==> src/rtl/imm_extend_pipe_if.sv <==
// rtl/imm_extend_pipe_if.sv - handshake/bus bundle for the registered immediate generator
//
// Purpose: groups the upstream push side, the downstream pop side, the flush
// strobe and the error counter of imm_extend_pipe into one interface.
// Signals:
//   flush                  synchronous buffer clear (pipeline redirect)
//   in_valid / in_ready    upstream handshake (in_ready is a flop output)
//   instr, immsrc, in_tag  instruction word, format select, sideband
//   out_valid / out_ready  downstream handshake for the head entry
//   out_imm, out_tag       head entry immediate and sideband
//   out_illegal            head entry carried an illegal format select
//   err_cnt                saturating count of accepted illegal entries
// Modports: master = producer/consumer side, slave = the immediate generator.
interface imm_extend_pipe_if #(
  parameter int XLEN  = 32,
  parameter int TAG_W = 32,
  parameter int ERR_W = 8
);
  logic             flush;
  logic             in_valid;
  logic             in_ready;
  logic [31:0]      instr;
  logic [2:0]       immsrc;
  logic [TAG_W-1:0] in_tag;
  logic             out_valid;
  logic             out_ready;
  logic [XLEN-1:0]  out_imm;
  logic [TAG_W-1:0] out_tag;
  logic             out_illegal;
  logic [ERR_W-1:0] err_cnt;

  modport master (
    output flush, in_valid, instr, immsrc, in_tag, out_ready,
    input  in_ready, out_valid, out_imm, out_tag, out_illegal, err_cnt
  );

  modport slave (
    input  flush, in_valid, instr, immsrc, in_tag, out_ready,
    output in_ready, out_valid, out_imm, out_tag, out_illegal, err_cnt
  );
endinterface

==> src/rtl/imm_extend_pipe.sv <==
// rtl/imm_extend_pipe.sv - registered RISC-V immediate generator behind a 2-entry skid buffer
//
// Purpose: decodes the immediate of a 32-bit instruction (I/S/B/J/U formats),
// sign-extends it to XLEN bits at push time and queues it with its sideband tag
// in a 2-entry valid/ready buffer. Illegal format selects yield a zero
// immediate, set out_illegal and bump a saturating error counter.
// Ports:
//   clk  in  clock, rising edge
//   rst  in  asynchronous active-high reset
//   bus  slave modport of imm_extend_pipe_if (see that file for signal list)
module imm_extend_pipe #(
  parameter int XLEN  = 32,
  parameter int TAG_W = 32,
  parameter int ERR_W = 8
) (
  input logic               clk,
  input logic               rst,
  imm_extend_pipe_if.slave  bus
);

  typedef enum logic [1:0] {
    EMPTY = 2'd0,
    ONE   = 2'd1,
    FULL  = 2'd2
  } occ_t;

  occ_t             occ;
  logic             in_ready_q;
  logic             out_valid_q;
  logic [ERR_W-1:0] err_q;

  // Entry 0 is the head and drives the outputs directly; entry 1 is the skid slot.
  logic [XLEN-1:0]  head_imm, tail_imm;
  logic [TAG_W-1:0] head_tag, tail_tag;
  logic             head_ill, tail_ill;

  logic             push;
  logic             pop;
  logic             new_ill;
  logic [XLEN-1:0]  new_imm;

  // Every format is first built as a 32-bit sign-extended value, then widened
  // by a signed cast so XLEN=32 and XLEN=64 share one decode.
  function automatic logic [XLEN-1:0] extend(input logic [31:0] i, input logic [2:0] sel);
    logic [31:0] v;
    v = '0;
    case (sel)
      3'd0:    v = {{20{i[31]}}, i[31:20]};
      3'd1:    v = {{20{i[31]}}, i[31:25], i[11:7]};
      3'd2:    v = {{19{i[31]}}, i[31], i[7], i[30:25], i[11:8], 1'b0};
      3'd3:    v = {{11{i[31]}}, i[31], i[19:12], i[20], i[30:21], 1'b0};
      3'd4:    v = {i[31:12], 12'b0};
      default: v = '0;
    endcase
    return XLEN'($signed(v));
  endfunction

  assign new_ill = (bus.immsrc > 3'd4);
  assign new_imm = extend(bus.instr, bus.immsrc);

  assign push = bus.in_valid & in_ready_q;
  assign pop  = out_valid_q & bus.out_ready;

  assign bus.in_ready    = in_ready_q;
  assign bus.out_valid   = out_valid_q;
  assign bus.out_imm     = head_imm;
  assign bus.out_tag     = head_tag;
  assign bus.out_illegal = head_ill;
  assign bus.err_cnt     = err_q;

  always_ff @(posedge clk or posedge rst) begin
    if (rst) begin
      occ         <= EMPTY;
      in_ready_q  <= 1'b1;
      out_valid_q <= 1'b0;
      err_q       <= '0;
      head_imm    <= '0;
      head_tag    <= '0;
      head_ill    <= 1'b0;
      tail_imm    <= '0;
      tail_tag    <= '0;
      tail_ill    <= 1'b0;
    end else if (bus.flush) begin
      // Entry contents are left alone so the head outputs hold their last value.
      occ         <= EMPTY;
      in_ready_q  <= 1'b1;
      out_valid_q <= 1'b0;
    end else begin
      if (push && new_ill && (err_q != {ERR_W{1'b1}}))
        err_q <= err_q + ERR_W'(1);

      case (occ)
        EMPTY: begin
          if (push) begin
            head_imm    <= new_imm;
            head_tag    <= bus.in_tag;
            head_ill    <= new_ill;
            occ         <= ONE;
            out_valid_q <= 1'b1;
          end
        end
        ONE: begin
          if (push && !pop) begin
            tail_imm   <= new_imm;
            tail_tag   <= bus.in_tag;
            tail_ill   <= new_ill;
            occ        <= FULL;
            in_ready_q <= 1'b0;
          end else if (push && pop) begin
            head_imm <= new_imm;
            head_tag <= bus.in_tag;
            head_ill <= new_ill;
          end else if (pop) begin
            occ         <= EMPTY;
            out_valid_q <= 1'b0;
          end
        end
        FULL: begin
          // in_ready is low here, so the only possible event is a pop.
          if (pop) begin
            head_imm   <= tail_imm;
            head_tag   <= tail_tag;
            head_ill   <= tail_ill;
            occ        <= ONE;
            in_ready_q <= 1'b1;
          end
        end
        default: begin
          occ         <= EMPTY;
          in_ready_q  <= 1'b1;
          out_valid_q <= 1'b0;
        end
      endcase
    end
  end

endmodule

==> src/flat_wrapper.sv <==
// flat-port wrapper written by rule: the top's interface ports become plain ports
module imm_extend_pipe_flat 
#(
  parameter int XLEN  = 32,
  parameter int TAG_W = 32,
  parameter int ERR_W = 8
)
  (clk, rst, bus_flush, bus_in_valid, bus_instr, bus_immsrc, bus_in_tag, bus_out_ready, bus_in_ready, bus_out_valid, bus_out_imm, bus_out_tag, bus_out_illegal, bus_err_cnt);
  imm_extend_pipe_if #(.XLEN(XLEN), .TAG_W(TAG_W), .ERR_W(ERR_W)) bus_i ();
  input logic clk;
  input logic rst;
  input wire logic [$bits(bus_i.flush)-1:0] bus_flush;
  input wire logic [$bits(bus_i.in_valid)-1:0] bus_in_valid;
  input wire logic [$bits(bus_i.instr)-1:0] bus_instr;
  input wire logic [$bits(bus_i.immsrc)-1:0] bus_immsrc;
  input wire logic [$bits(bus_i.in_tag)-1:0] bus_in_tag;
  input wire logic [$bits(bus_i.out_ready)-1:0] bus_out_ready;
  output wire logic [$bits(bus_i.in_ready)-1:0] bus_in_ready;
  output wire logic [$bits(bus_i.out_valid)-1:0] bus_out_valid;
  output wire logic [$bits(bus_i.out_imm)-1:0] bus_out_imm;
  output wire logic [$bits(bus_i.out_tag)-1:0] bus_out_tag;
  output wire logic [$bits(bus_i.out_illegal)-1:0] bus_out_illegal;
  output wire logic [$bits(bus_i.err_cnt)-1:0] bus_err_cnt;
  assign bus_i.flush = bus_flush;
  assign bus_i.in_valid = bus_in_valid;
  assign bus_i.instr = bus_instr;
  assign bus_i.immsrc = bus_immsrc;
  assign bus_i.in_tag = bus_in_tag;
  assign bus_i.out_ready = bus_out_ready;
  assign bus_in_ready = bus_i.in_ready;
  assign bus_out_valid = bus_i.out_valid;
  assign bus_out_imm = bus_i.out_imm;
  assign bus_out_tag = bus_i.out_tag;
  assign bus_out_illegal = bus_i.out_illegal;
  assign bus_err_cnt = bus_i.err_cnt;
  imm_extend_pipe #(.XLEN(XLEN), .TAG_W(TAG_W), .ERR_W(ERR_W)) u_core (.clk(clk), .rst(rst), .bus(bus_i));
endmodule
==> config.mk <==
export PLATFORM = sky130hd
export DESIGN_NAME = imm_extend_pipe_flat
export DESIGN_NICKNAME = d
export VERILOG_FILES = /design/src/rtl/imm_extend_pipe_if.sv /design/src/rtl/imm_extend_pipe.sv /design/src/flat_wrapper.sv
export SDC_FILE = /design/constraint.sdc
export NUM_CORES = 1
export LEC_CHECK = 0
export ABC_AREA = 1
export BUFFER_PORTS_ARGS = -buffer_cell sky130_fd_sc_hd__buf_4
export CAP_MARGIN = 20
export CORE_UTILIZATION = 45
export CTS_BUF_LIST = sky130_fd_sc_hd__clkbuf_4 sky130_fd_sc_hd__clkbuf_8 sky130_fd_sc_hd__clkbuf_16
export CTS_CLUSTER_DIAMETER = 120
export CTS_CLUSTER_SIZE = 20
export DETAILED_ROUTE_END_ITERATION = 8
export PLACE_DENSITY = 0.68
export RECOVER_POWER = 100
export SLEW_MARGIN = 20
export SYNTH_ARGS = -nofsm -noshare
export SYNTH_HDL_FRONTEND = slang
export SYNTH_SLANG_ARGS = --single-unit
==> constraint.sdc <==
create_clock -name clk -period 5.6 [get_ports clk]
set_input_delay 0.56 -clock clk [delete_from_list [all_inputs] [get_ports clk]]
set_output_delay 0.56 -clock clk [all_outputs]
set_load 0.005 [all_outputs]
# After elaboration in Yosys (flattened, before gate mapping)

Cells that the tools add are included.

Register bits after elaboration: 142
Input port bits: 72
Output and inout bits: 75
Word-level logic and storage cells: 83

Add/sub/neg operators: 1
Magnitude comparators: 1
Eq/ne operators: 21
Muxes and demuxes: 33
Bitwise gates (word level): 3
Reductions and logical operators: 14

Operators with widths:

| cell                                                                    | number |
|---|---|
| 32-bit 2-to-1 mux                                                       | 8 |
| 32-bit one-hot mux with 3 select lines                                  | 2 |
| 32-bit one-hot mux with 5 select lines                                  | 1 |
| 1-bit 2-to-1 mux                                                        | 12 |
| 2-bit 2-to-1 mux                                                        | 6 |
| 3-bit by 2-bit inequality test with 1-bit output, second input constant | 4 |
| 1-bit one-hot mux with 3 select lines                                   | 3 |
| 8-bit by 1-bit adder with 8-bit output, second input constant           | 1 |
| 8-bit inequality test, second input constant                            | 1 |
| 3-bit by 2-bit == test with 1-bit output, second input constant         | 2 |
| 2-bit by 1-bit inequality test with 1-bit output, second input constant | 3 |
| 2-bit inequality test, second input constant                            | 3 |
| 3-bit inequality test, second input constant                            | 2 |
| 2-bit one-hot mux with 3 select lines                                   | 1 |
| 3-bit AND reduction                                                     | 2 |
| 6-bit AND reduction                                                     | 1 |
| 5-bit AND reduction                                                     | 1 |
| 1-bit logical AND                                                       | 4 |
| 4-bit by 2-bit inequality test with 1-bit output, second input constant | 1 |
| 4-bit by 3-bit inequality test with 1-bit output, second input constant | 1 |
| 4-bit AND reduction                                                     | 1 |
| 3-bit by 1-bit == test with 1-bit output, second input constant         | 1 |
| 3-bit == test, second input constant                                    | 1 |
| 3-bit greater-than comparator, second input constant                    | 1 |
| other kinds (9)                                                         | 10 |

# Depth between registers and ports, before layout

Gate-level depths: netlist of the first run.

Depth after elaboration: 6
Mapped depth: 10
Depth with buffers taken out: 8

# Worst setup path before layout of the first run

OpenSTA, ideal clock, no wires.

Kind: input to register
Start: in bus_in_valid
End: reg u_core.occ[1]
Library setup time: 144 ps
Data arrival time: 1477 ps
Data required time: 5456 ps
Setup slack: 3979 ps
Cell stages on the path: 8
Path buffers: 2
Path through: nand2_1 > inv_1 > nand2_1 > nor2_2 > buf_6 > inv_2 > clkbuf_1 > o21ai_0

Longest elaborated chain between the ends: 5
Elaborated cells between the ends (all ways): 10
Classes of those cells: eq/ne (3); mux (3); bitwise (1); reduce/logical (3)

RTL lines:

| element                               | line                   | RTL |
|---|---|---|
| start: declaration                    | flat_wrapper.sv:13     | `input wire logic [$bits(bus_i.in_valid)-1:0] bus_in_valid;` |
| 1-bit bitwise AND *                   | imm_extend_pipe.sv:61  | `assign push = bus.in_valid & in_ready_q;` |
| 1-bit logical AND                     | imm_extend_pipe.sv:103 | `if (push && !pop) begin` |
| 2-bit 2-to-1 mux                      | imm_extend_pipe.sv:103 |  |
| 2-bit one-hot mux with 3 select lines | imm_extend_pipe.sv:92  | `case (occ)` |
| 2-bit 2-to-1 mux                      | imm_extend_pipe.sv:83  | `end else if (bus.flush) begin` |
| end signal: assignment                | imm_extend_pipe.sv:85  | `occ <= EMPTY;` |
| end signal: assignment                | imm_extend_pipe.sv:98  | `occ <= ONE;` |
| end signal: assignment                | imm_extend_pipe.sv:107 | `occ <= FULL;` |
| end: declaration                      | imm_extend_pipe.sv:27  | `occ_t occ;` |

Every way passes the cells marked *; elsewhere a longest branch is shown, timed or not.
A chain may end at the register's enable or synchronous reset.

# Final worst setup path of the first run

Start: reg u_core.in_ready_q, in the netlist u_core.bus.in_ready
End: reg u_core.head_imm[8], in the netlist u_core.bus.out_imm[8]

Longest elaborated chain between the ends: 4
Elaborated cells between the ends (all ways): 7
Classes of those cells: eq/ne (3); bitwise (1); reduce/logical (3)

RTL lines:

| element                                                                                                           | line                                           | RTL |
|---|---|---|
| start: declaration                                                                                                | imm_extend_pipe.sv:28                          | `logic in_ready_q;` |
| start signal: assignment                                                                                          | imm_extend_pipe.sv:74                          | `in_ready_q <= 1'b1;` |
| start signal: assignment                                                                                          | imm_extend_pipe.sv:86                          | `in_ready_q <= 1'b1;` |
| start signal: assignment                                                                                          | imm_extend_pipe.sv:108                         | `in_ready_q <= 1'b0;` |
| 1-bit bitwise AND *                                                                                               | imm_extend_pipe.sv:61                          |  |
| 1-bit logical AND (on tied branches)                                                                              | imm_extend_pipe.sv:103, imm_extend_pipe.sv:109 |  |
| 2-bit inequality test (no source line) / 2-bit by 1-bit inequality test with 1-bit output (equally long branches) | n/a                                            |  |
| 6-bit AND reduction (no source line) *                                                                            | n/a                                            |  |
| end signal: assignment                                                                                            | imm_extend_pipe.sv:95                          | `head_imm <= new_imm;` |
| end signal: assignment                                                                                            | imm_extend_pipe.sv:110                         | `head_imm <= new_imm;` |
| end signal: assignment                                                                                            | imm_extend_pipe.sv:121                         | `head_imm <= tail_imm;` |
| end: declaration                                                                                                  | imm_extend_pipe.sv:33                          | `logic [XLEN-1:0] head_imm, tail_imm;` |

Marked as above.

==> results.tsv, run 1 <==
stage	metric	value	unit
outcome	status	complete, but fails checks	
outcome	violations	max-capacitance violations, max-slew violations	
clocking	ctsHoldBuffers	0	
worst_hold_path	hold_end	u_core.tail_tag[4]	
place	gp_congestion	0.883	
setup_path	startpoint_type	flip-flop	
yosys	syn-num-nets	948	
worst_hold_path	min-delay-start	bus_in_tag[4]	
yosys	synth_warnings	0	
detailed_routing	vias	5806	
detailed_routing	drc	0	
sta	setup_viol	0	
yosys	synth_area_leader_cell	dfrtp_1	
power	swShare	33.9	%
setup_path	critPathLaunch	u_core.bus.in_ready	
yosys	synth_enable_flop_cells	0	
global_route	grt_antenna_before_repair	0	
floorplanning	core	14500	um^2
setup_path	r2r-end	u_core.bus.out_imm[8]	
place	dpl_cell_area	7820	um^2
worst_hold_path	min-delay-path-class	in -> reg	
yosys	synth_top_area_share	52.5	%
final_layout	regArea	3550	um^2
sta	slew_viol_final	217	
clocking	clkTransAtPathRegs	50	ps
final_layout	final_area	8270	um^2
sta	clock_skew	7.21	ps
sta	timing.final.crit_share	69.7	%
final_layout	final_core_util	56.9	%
setup_path	reg2reg_depth	7	
floorplanning	num_rows	44	
final_layout	nFillCells	1371	
sta	fin_setup_tns	0	ps
sta	fmax	0.256	GHz
power	clkPwrFrac	25.9	%
power	combPwrFrac	31.7	%
setup_path	cp_max_fo	52	
sta	post-route-min-period	3900	ps
final_layout	multiInputGateArea	2640	um^2
final_layout	stdcell_count	1188	
power	seq_power_share	42.4	%
final_layout	nets	1066	
place	dp.cells	1158	
yosys	ys.flop_type	dfrtp_1	
global_route	grt_pass1_wl	24700	um
clocking	cts_tree	built	
detailed_routing	vias_per_cell	4.89	
clocking	root_buffer	clkbuf_16	
detailed_routing	wire_per_inst	12.9	um
sta	hold_violations	0	
sta	holdWs	418	ps
yosys	synthDistinctLibCells	28	
floorplanning	fp.dieH	124	um
power	p_per_area	489	nW/um^2
power	irDropWorstVdd	0.000238	V
yosys	postSynthCellCount	875	
global_route	gr-usage-all-layers	20.8	%
yosys	postSynth.asyncResetShare	100	%
sta	slew_headroom	-168	%
setup_path	critPathCaptureType	flip-flop	
sta	tightest_slew	3990	ps
clocking	post-cts-setup-buffers	0	
setup_path	r2r-start	u_core.bus.in_ready	
clocking	post_cts_resized	0	
global_route	grt_max_degree	93	
yosys	avgSynthCellArea	7.68	um^2
setup_path	arrival	4240	ps
final_layout	antenna_cells	0	
setup_path	crit_required	5940	ps
global_route	grt_pass1_vias	5115	
floorplanning	die_x	124	um
job	drv_cap	3	
setup_path	ff2ff_setup_slack	1700	ps
floorplanning	start_util	46.2	%
floorplanning	io_pins	147	
power	p_leak	4.37	nW
place	port_buffers	139	
final_layout	drive_gt1_share	16.7	%
detailed_routing	dr.pass1.iters	7	
setup_path	critPathKind	reg -> reg	
floorplanning	fp.dieArea	15400	um^2
detailed_routing	wirelength	15300	um
clocking	cts-htree-levels	4	
final_layout	area_growth	23.2	%
power	p_switching	1.37	mW
clocking	clk_latency	420	ps
detailed_routing	final_antenna_net_count	0	
yosys	synth.cell_area	6720	um^2
yosys	synth_area_leaders	dfrtp_1 53%, nand2_1 21%, o21ai_0 6.1%	
detailed_routing	drt-initial-drc-count	376	
yosys	synth_common_cells	369 x nand2_1, 141 x dfrtp_1, 82 x o21ai_0	
clocking	numCtsBuffers	17	
global_route	grt_overflow_total	0	
place	hpwl	9770	um
worst_hold_path	hold_depth	3	
yosys	ys_ff_latch	142	
yosys	synth_seq_area_share	52.9	%
power	p_int	2.68	mW
clocking	cts.sinks	142	
yosys	yosysMostFrequentCell	nand2_1	
sta	grt_setup_unrepaired	false	
clocking	cts_buffer_depth	2	
==> power by group through the flow <==
stage                     Combinational, mW  Clock [mW]  Sequential, mW
final                                  1.28        1.05            1.72
after global routing                   1.50        1.11            1.77
after CTS                              1.37        1.07            1.72
after detailed placement               1.36           0            1.73
after global placement                 1.33           0            1.72
after floorplan                       0.800           0            1.71
==> cells by family (layout without fill, tap and decap cells) <==
family	count (synthesis)	in the layout	synth area share, %
XOR/XNOR	5	5	0.652
flip-flops	142	142	52.9
AO/OA/AOI/OAI	127	127	9.95
adder cells (fa/ha/maj)	1	1	0.186
AND/OR/NAND/NOR	481	481	28.8
buffers and inverters	119	248	7.54
==> worst max-delay path by stage <==
stage / endpoint / slack, ps
after global placement: u_core.occ[1] / 2860
after floorplan: u_core.bus.err_cnt[0] / 1230
final: u_core.bus.out_imm[8] / 1700
after detailed placement: u_core.occ[1] / 2810
after global routing: u_core.bus.out_imm[8] / 1210
after CTS: u_core.tail_imm[31] / 2980
==> stage by stage <==
stage	setup WS (ps)	total power, mW
2_1_floorplan	1230	2.51
4_1_cts	2980	4.17
3_5_place_dp	2810	3.10
6_report	1700	4.05
3_3_place_gp	2860	3.06
5_1_grt	1210	4.39
==> final cells by class <==
| cell class | instances | share of cell area (%) |
|---|---|---|
| well taps | 184 | 2.78 |
| clock inverters | 8 | 0.817 |
| flip-flops and latches | 142 | 43.0 |
| repair buffers | 144 | 12.4 |
| inverters | 74 | 3.39 |
| clock buffers | 22 | 5.75 |
| multi-input cells | 614 | 31.9 |
==> per-layer routing <==
layer  GRT usage (%)  up-vias  part of all wire, %
li1                -     2983                    -
met1            28.1     2678                   47
met2            32.5      126                   47
met3            5.08       19                  5.0
met4            7.74        0                  1.4
met5               0        -                    0
==> sequential cells by signal, indices dropped and copies added (netlist names) <==
signal                  flops
u_core.bus.out_imm         32
u_core.bus.out_tag         32
u_core.tail_imm            32
u_core.tail_tag            32
u_core.bus.err_cnt          8
u_core.occ                  2
u_core.bus.in_ready         1
u_core.bus.out_illegal      1
u_core.bus.out_valid        1
u_core.tail_ill             1
==> worst max-delay path: stages, from the launching register on <==
cell and delay [ps]:
dfstp_1 540, nand2_1 170, nand2_1 160, nand3_1 190
nor2_1 530, clkbuf_1 1820, nand2_1 250, nand2_1 160
==> layout by cell type (no fill, tap or decap), drive strengths merged <==
cell / instances
a21oi: 1
a31oi: 13
buf: 66
bufinv: 1
clkbuf: 100
clkinv: 8
clkinvlp: 2
dfrtp: 141
dfstp: 1
ha: 1
inv: 71
nand2: 370
nand3: 45
nand4: 8
nor2: 45
nor3: 4
o21ai: 112
o22ai: 1
or2: 9
xnor2: 2
xor2: 3
Note: power is estimated with default switching activity, not from simulation.
==> inputs of run 2 (changes only) <==
==> constraint.sdc (replaced) <==
create_clock -name clk -period 3.9 [get_ports clk]
set_input_delay 0.39 -clock clk [delete_from_list [all_inputs] [get_ports clk]]
set_output_delay 0.39 -clock clk [all_outputs]
set_load 0.005 [all_outputs]
==> results.tsv, run 2 (synthesized netlist as in run 1, its figures left out) <==
stage	metric	value	unit
outcome	status	complete, but fails checks	
outcome	violations	max-capacitance violations, max-slew violations	
final_layout	drive_gt1_share	16.8	%
power	swShare	33.4	%
worst_hold_path	hold_end	u_core.tail_tag[4]	
setup_path	reg2reg_depth	6	
sta	grt_setup_unrepaired	false	
floorplanning	fp.dieH	124	um
sta	post-route-min-period	2920	ps
floorplanning	core	14500	um^2
power	clkPwrFrac	28.3	%
floorplanning	io_pins	147	
detailed_routing	wire_per_inst	12.7	um
setup_path	crit_chain	nand2_1 > o21ai_0 > nand4_1 > clkbuf_2 > nand2_1 > o21ai_0	
final_layout	final_area	8370	um^2
power	p_per_area	716	nW/um^2
setup_path	startpoint_type	flip-flop	
floorplanning	fp.dieArea	15400	um^2
floorplanning	start_util	46.2	%
setup_path	r2r-end	u_core.bus.out_illegal	
final_layout	final_core_util	57.6	%
setup_path	crit_path_top_delay_cell	clkbuf_2	
final_layout	final_cell_mix	369 x nand2_1, 141 x dfrtp_1, 110 x o21ai_0	
final_layout	final_common_cell	nand2_1	
setup_path	critPathKind	reg -> reg	
clocking	numCtsBuffers	17	
sta	timing.final.crit_share	74.8	%
place	dp.cells	1163	
detailed_routing	dr.pass1.iters	5	
global_route	grt_pass1_vias	5121	
clocking	clkTransAtPathRegs	60	ps
sta	fmax	0.343	GHz
worst_hold_path	min-delay-path-class	in -> reg	
clocking	cts.sinks	142	
sta	tightest_slew	1800	ps
global_route	grt_max_degree	71	
power	p_leak	4.40	nW
place	place_ws	1490	ps
global_route	grt_antenna_before_repair	0	
setup_path	cp_top_family	simple AND/OR/NAND/NOR gates	
setup_path	r2r-start	u_core.bus.in_ready	
global_route	grt_overflow_total	0	
detailed_routing	vias	5857	
detailed_routing	drt-initial-drc-count	355	
final_layout	area_growth	24.5	%
power	p_int	3.99	mW
setup_path	crit_required	4160	ps
place	hpwl	9970	um
global_route	grt_pass1_wl	24700	um
clocking	cts_tree	built	
setup_path	critPathCaptureType	flip-flop	
power	combPwrFrac	30.5	%
worst_hold_path	min-delay-start	bus_in_tag[4]	
setup_path	critPathBufInv	1	
place	port_buffers	139	
clocking	root_buffer	clkbuf_16	
power	p_switching	2.00	mW
detailed_routing	drc	0	
job	drv_cap	3	
power	seq_power_share	41.1	%
power	irDropWorstVdd	0.000357	V
sta	slew_viol_final	75	
worst_hold_path	hold_depth	3	
sta	hold_violations	0	
clocking	post_cts_resized	0	
detailed_routing	vias_per_cell	4.90	
clocking	cts-htree-levels	4	
final_layout	nets	1071	
clocking	clk_latency	420	ps
clocking	ctsHoldBuffers	0	
sta	fin_setup_tns	0	ps
sta	post-route-worst-setup-slack	984	ps
global_route	gr-usage-all-layers	21.0	%
setup_path	cp_max_fo	49	
floorplanning	die_x	124	um
setup_path	ff2ff_setup_slack	980	ps
place	dpl_cell_area	7880	um^2
detailed_routing	final_antenna_net_count	0	
place	gp_congestion	0.834	
setup_path	cp_slowest_stage_delay	840	ps
sta	setup_viol	0	
sta	clock_skew	6.13	ps
floorplanning	num_rows	44	
final_layout	stdcell_count	1195	
clocking	cts_buffer_depth	2	
sta	slew_headroom	-20.8	%
setup_path	arrival	3170	ps
clocking	post-cts-setup-buffers	0	
final_layout	antenna_cells	0	
detailed_routing	wirelength	15200	um
run 2: cell types whose count changed in the layout (fill, tap and decap cells not counted), moves of 2 or more:
| cell | before | now |
|---|---|---|
| clkbuf_4 | 67 | 61 |
| clkbuf_1 | 14 | 18 |
| clkbuf_2 | 0 | 4 |
| clkinv_2 | 7 | 4 |
| bufinv_16 | 1 | 3 |
| clkbuf_8 | 2 | 4 |
run 2: layout make-up:
class	instances	area [um^2]
Clock buffer	22	488
Clock inverter	10	134
Fill cell	1428	6170
Inverter	74	279
Multi-Input combinational cell	614	2640
Sequential cell	142	3550
Tap cell	184	230
Timing Repair Buffer	149	1040
run 2: metal layers:
metal	wire length (um)	part of all wire, %	GRT usage, %	up-vias
met1	7270	48	28.8	2719
met2	6950	46	31.7	138
met4	212	1.4	8.41	0
li1	-	-	-	2985
met3	740	4.9	5.45	15
met5	0	0	0	-
run 2: power by group through the flow:
stage | logic [mW] | registers, mW | clock network, mW
final | 1.83 | 2.46 | 1.70
after global routing | 2.13 | 2.55 | 1.79
after CTS | 1.98 | 2.47 | 1.72
after detailed placement | 1.98 | 2.49 | 0
after global placement | 1.94 | 2.48 | 0
after floorplan | 1.15 | 2.46 | 0
run 2: worst max path at each step:
stage                                    from                endpoint  cells past startpoint  slack [ps]
after CTS                 u_core.bus.in_ready  u_core.bus.out_illegal                      6        1470
final                     u_core.bus.in_ready  u_core.bus.out_illegal                      6         980
after global placement    u_core.bus.in_ready  u_core.bus.out_illegal                      6        1510
after global routing                      rst   u_core.bus.err_cnt[4]                      3         670
after detailed placement  u_core.bus.in_ready  u_core.bus.out_illegal                      6        1490
after floorplan                           rst   u_core.bus.err_cnt[0]                      1        1730
run 2: worst min-delay path, delay by kind of cell:
family,cells,cell delay (ps)
buffers and inverters,2,150
AO/OA/AOI/OAI,1,80
run 2: stage by stage:
step,power (mW),hold slack (ps)
2_1_floorplan,3.61,453
3_3_place_gp,4.42,454
3_5_place_dp,4.47,460
4_1_cts,6.18,184
5_1_grt,6.47,224
6_report,5.99,249
==> inputs of run 3 (changes only) <==
--- a/config.mk
+++ b/config.mk
@@ -5,7 +5,7 @@
 export SDC_FILE = /design/constraint.sdc
 export NUM_CORES = 1
 export LEC_CHECK = 0
-export ABC_AREA = 1
+export ABC_AREA = 0
 export BUFFER_PORTS_ARGS = -buffer_cell sky130_fd_sc_hd__buf_4
 export CAP_MARGIN = 20
 export CORE_UTILIZATION = 45
==> constraint.sdc (replaced) <==
create_clock -name clk -period 2.7 [get_ports clk]
set_input_delay 0.27 -clock clk [delete_from_list [all_inputs] [get_ports clk]]
set_output_delay 0.27 -clock clk [all_outputs]
set_load 0.005 [all_outputs]
==> results.tsv, run 3 <==
stage	metric	value	unit
yosys	postSynthCellCount	649	
yosys	synth_common_cells	147 x nand2_1, 141 x dfrtp_1, 100 x o21ai_0	
sta	slew_headroom	-29.3	%
yosys	synthDistinctLibCells	49	
yosys	synth_fa_ha_area_share	0.193	%
floorplanning	fp.dieH	122	um
setup_path	critPathCaptureType	flip-flop	
detailed_routing	dr.pass1.iters	5	
setup_path	startpoint_type	flip-flop	
yosys	avgSynthCellArea	9.97	um^2
yosys	synth_top_family_by_area	compound AO/OA/AOI/OAI gates	
clocking	clk_latency	420	ps
worst_hold_path	hold_end	u_core.tail_tag[17]	
power	p_switching	2.28	mW
setup_path	crit_chain	nand2_1 > or4_4 > clkbuf_2 > nand2_1 > o21ai_0	
final_layout	final_core_util	59.0	%
power	combPwrFrac	25.1	%
outcome	status	complete, but fails checks	
final_layout	final_common_cell	nand2_1	
clocking	numCtsBuffers	17	
yosys	synthMuxAreaShare	10.4	%
clocking	cts_buffer_depth	2	
setup_path	crit_top_cell	nand2_1	
floorplanning	io_pins	147	
clocking	post-cts-setup-buffers	0	
detailed_routing	vias_per_cell	5.49	
clocking	ctsHoldBuffers	0	
setup_path	reg2reg_depth	5	
clocking	root_buffer	clkbuf_16	
setup_path	r2r-end	u_core.tail_imm[14]	
final_layout	nFillCells	1203	
place	port_buffers	139	
final_layout	nets	846	
yosys	synth_area_leaders	dfrtp_1 55%, nand2_1 8.5%, o21ai_0 7.7%	
floorplanning	die_x	122	um
power	irDropWorstVdd	0.000459	V
global_route	grt_pass1_vias	5176	
sta	fmax	0.434	GHz
sta	setup_viol	0	
power	clkPwrFrac	30.3	%
setup_path	cp_top_family	simple AND/OR/NAND/NOR gates	
power	seq_power_share	44.6	%
floorplanning	fp.dieArea	14900	um^2
yosys	synth_enable_flop_cells	0	
yosys	synth-xor-area-share	0.812	%
sta	grt_setup_unrepaired	false	
detailed_routing	drc	0	
setup_path	critPathKind	reg -> reg	
job	drv_cap	1	
yosys	synth_warnings	0	
global_route	grt_max_degree	49	
yosys	ys_ff_latch	142	
clocking	cts.sinks	142	
floorplanning	core	13900	um^2
sta	timing.final.crit_share	85.4	%
detailed_routing	drt-initial-drc-count	351	
global_route	grt_overflow_total	0	
floorplanning	start_util	46.4	%
setup_path	r2r-start	u_core.bus.in_ready	
global_route	grt_antenna_before_repair	0	
yosys	synth_top_area_share	54.5	%
worst_hold_path	hold_depth	3	
sta	fin_setup_tns	0	ps
sta	tightest_slew	1930	ps
clocking	cts-htree-levels	4	
floorplanning	num_rows	43	
detailed_routing	vias	5303	
power	swShare	29.0	%
setup_path	critPathBufInv	1	
setup_path	cp_slowest_stage_delay	800	ps
power	p_int	5.61	mW
power	p_leak	4.11	nW
detailed_routing	wire_per_inst	16.5	um
global_route	gr-usage-all-layers	22.4	%
place	gp_congestion	0.771	
setup_path	crit_required	2980	ps
sta	post-route-min-period	2310	ps
setup_path	ff2ff_setup_slack	390	ps
final_layout	final_cell_mix	147 x nand2_1, 141 x dfrtp_1, 102 x o21ai_0	
final_layout	antenna_cells	0	
sta	slew_viol_final	41	
yosys	synth_seq_area_share	54.9	%
yosys	postSynth.asyncResetShare	100	%
yosys	ys.flop_type	dfrtp_1	
detailed_routing	final_antenna_net_count	0	
worst_hold_path	min-delay-path-class	in -> reg	
global_route	grt_pass1_wl	25600	um
setup_path	arrival	2590	ps
yosys	synthSimpleGateAreaFrac	13.7	%
sta	clock_skew	8.37	ps
yosys	yosysMostFrequentCell	nand2_1	
setup_path	cp_max_fo	48	
power	p_per_area	960	nW/um^2
yosys	synth_area_leader_cell	dfrtp_1	
yosys	synth.cell_area	6470	um^2
sta	holdWs	50.1	ps
detailed_routing	wirelength	15900	um
outcome	violations	max-capacitance violations, max-slew violations	
clocking	post_cts_resized	0	
final_layout	drive_gt1_share	26.3	%
setup_path	crit_path_top_delay_cell	or4_4	
final_layout	area_growth	27.0	%
yosys	syn-num-nets	722	
clocking	clkTransAtPathRegs	50	ps
sta	hold_violations	0	
clocking	cts_tree	built	
worst_hold_path	min-delay-start	bus_in_tag[17]	
yosys	synth_compound_area_share	16.0	%
place	hpwl	10400	um
-- run 3: cell types whose count changed after synthesis, moves of 10 or more --
cell      change
nand3_1      -41
nand2b_1     +16
o21ai_1      -21
nand2_1     -222
a21oi_1      +35
a31oi_1      -11
o21ai_0      +18
clkbuf_1     +10
mux2_2       +24
nor2_1       -23
mux2i_1      +40
inv_1        -64
-- run 3: cells by family (layout without fill, tap and decap cells) --
family                   Yosys count  in the layout
AND/OR/NAND/NOR                  205            205
AO/OA/AOI/OAI                    176            176
flip-flops                       142            142
multiplexers                      64             64
buffers and inverters             55            192
XOR/XNOR                           6              6
adder cells (fa/ha/maj)            1              1
-- run 3: how the worst max path moves through the flow --
stage / start / end / slack, ps / depth (start not counted)
floorplan: rst / u_core.bus.err_cnt[0] / 650 / 1
global placement: bus_immsrc[2] / u_core.bus.out_imm[19] / 560 / 5
detailed placement: u_core.occ[1] / u_core.bus.out_tag[30] / 450 / 5
CTS: u_core.occ[1] / u_core.bus.out_tag[30] / 450 / 5
global route: u_core.bus.in_ready / u_core.tail_imm[14] / 230 / 5
finish: u_core.bus.in_ready / u_core.tail_imm[14] / 390 / 5
-- run 3: stage by stage --
| step | area, um^2 | total power [mW] | setup slack (ps) | std cells |
|---|---|---|---|---|
| 6_report | 8220 | 7.89 | 393 | 966 |
| 4_1_cts | 8290 | 8.09 | 450 | 966 |
| 3_3_place_gp | 7680 | 5.52 | 562 | 934 |
| 3_5_place_dp | 7680 | 5.66 | 455 | 934 |
| 2_1_floorplan | 6480 | 4.53 | 654 | 649 |
| 5_1_grt | 8220 | 8.41 | 235 | 966 |
-- run 3: tightest hold or removal path, cell delays in order --
cell,delay [ps]
buf_4,80
nand2_1,40
nand2_1,40
-- run 3: power groups by stage --
stage	combinational (mW)	clock (mW)	sequential, mW
floorplan	1.07	0	3.46
global placement	2.03	0	3.50
detailed placement	2.11	0	3.55
CTS	2.12	2.44	3.53
global route	2.25	2.54	3.62
finish	1.98	2.39	3.52
-- run 3: metal layers --
metal | part of all wire [%] | GRT usage [%] | vias to the layer above
li1 | - | - | 2491
met1 | 44 | 28.6 | 2597
met2 | 48 | 35.9 | 197
met3 | 7.0 | 6.74 | 18
met4 | 1.3 | 7.87 | 0
met5 | 0 | 0 | -
-- run 3: layout make-up --
class / count / area, um^2 / share of cell area [%]
tap: 180 / 225 / 2.74
multi-input combinational: 452 / 2670 / 32.5
clock buffer: 25 / 498 / 6.06
inverter: 5 / 20.0 / 0.244
sequential: 142 / 3550 / 43.3
clock inverter: 7 / 110 / 1.34
timing repair buffer: 155 / 1140 / 13.9
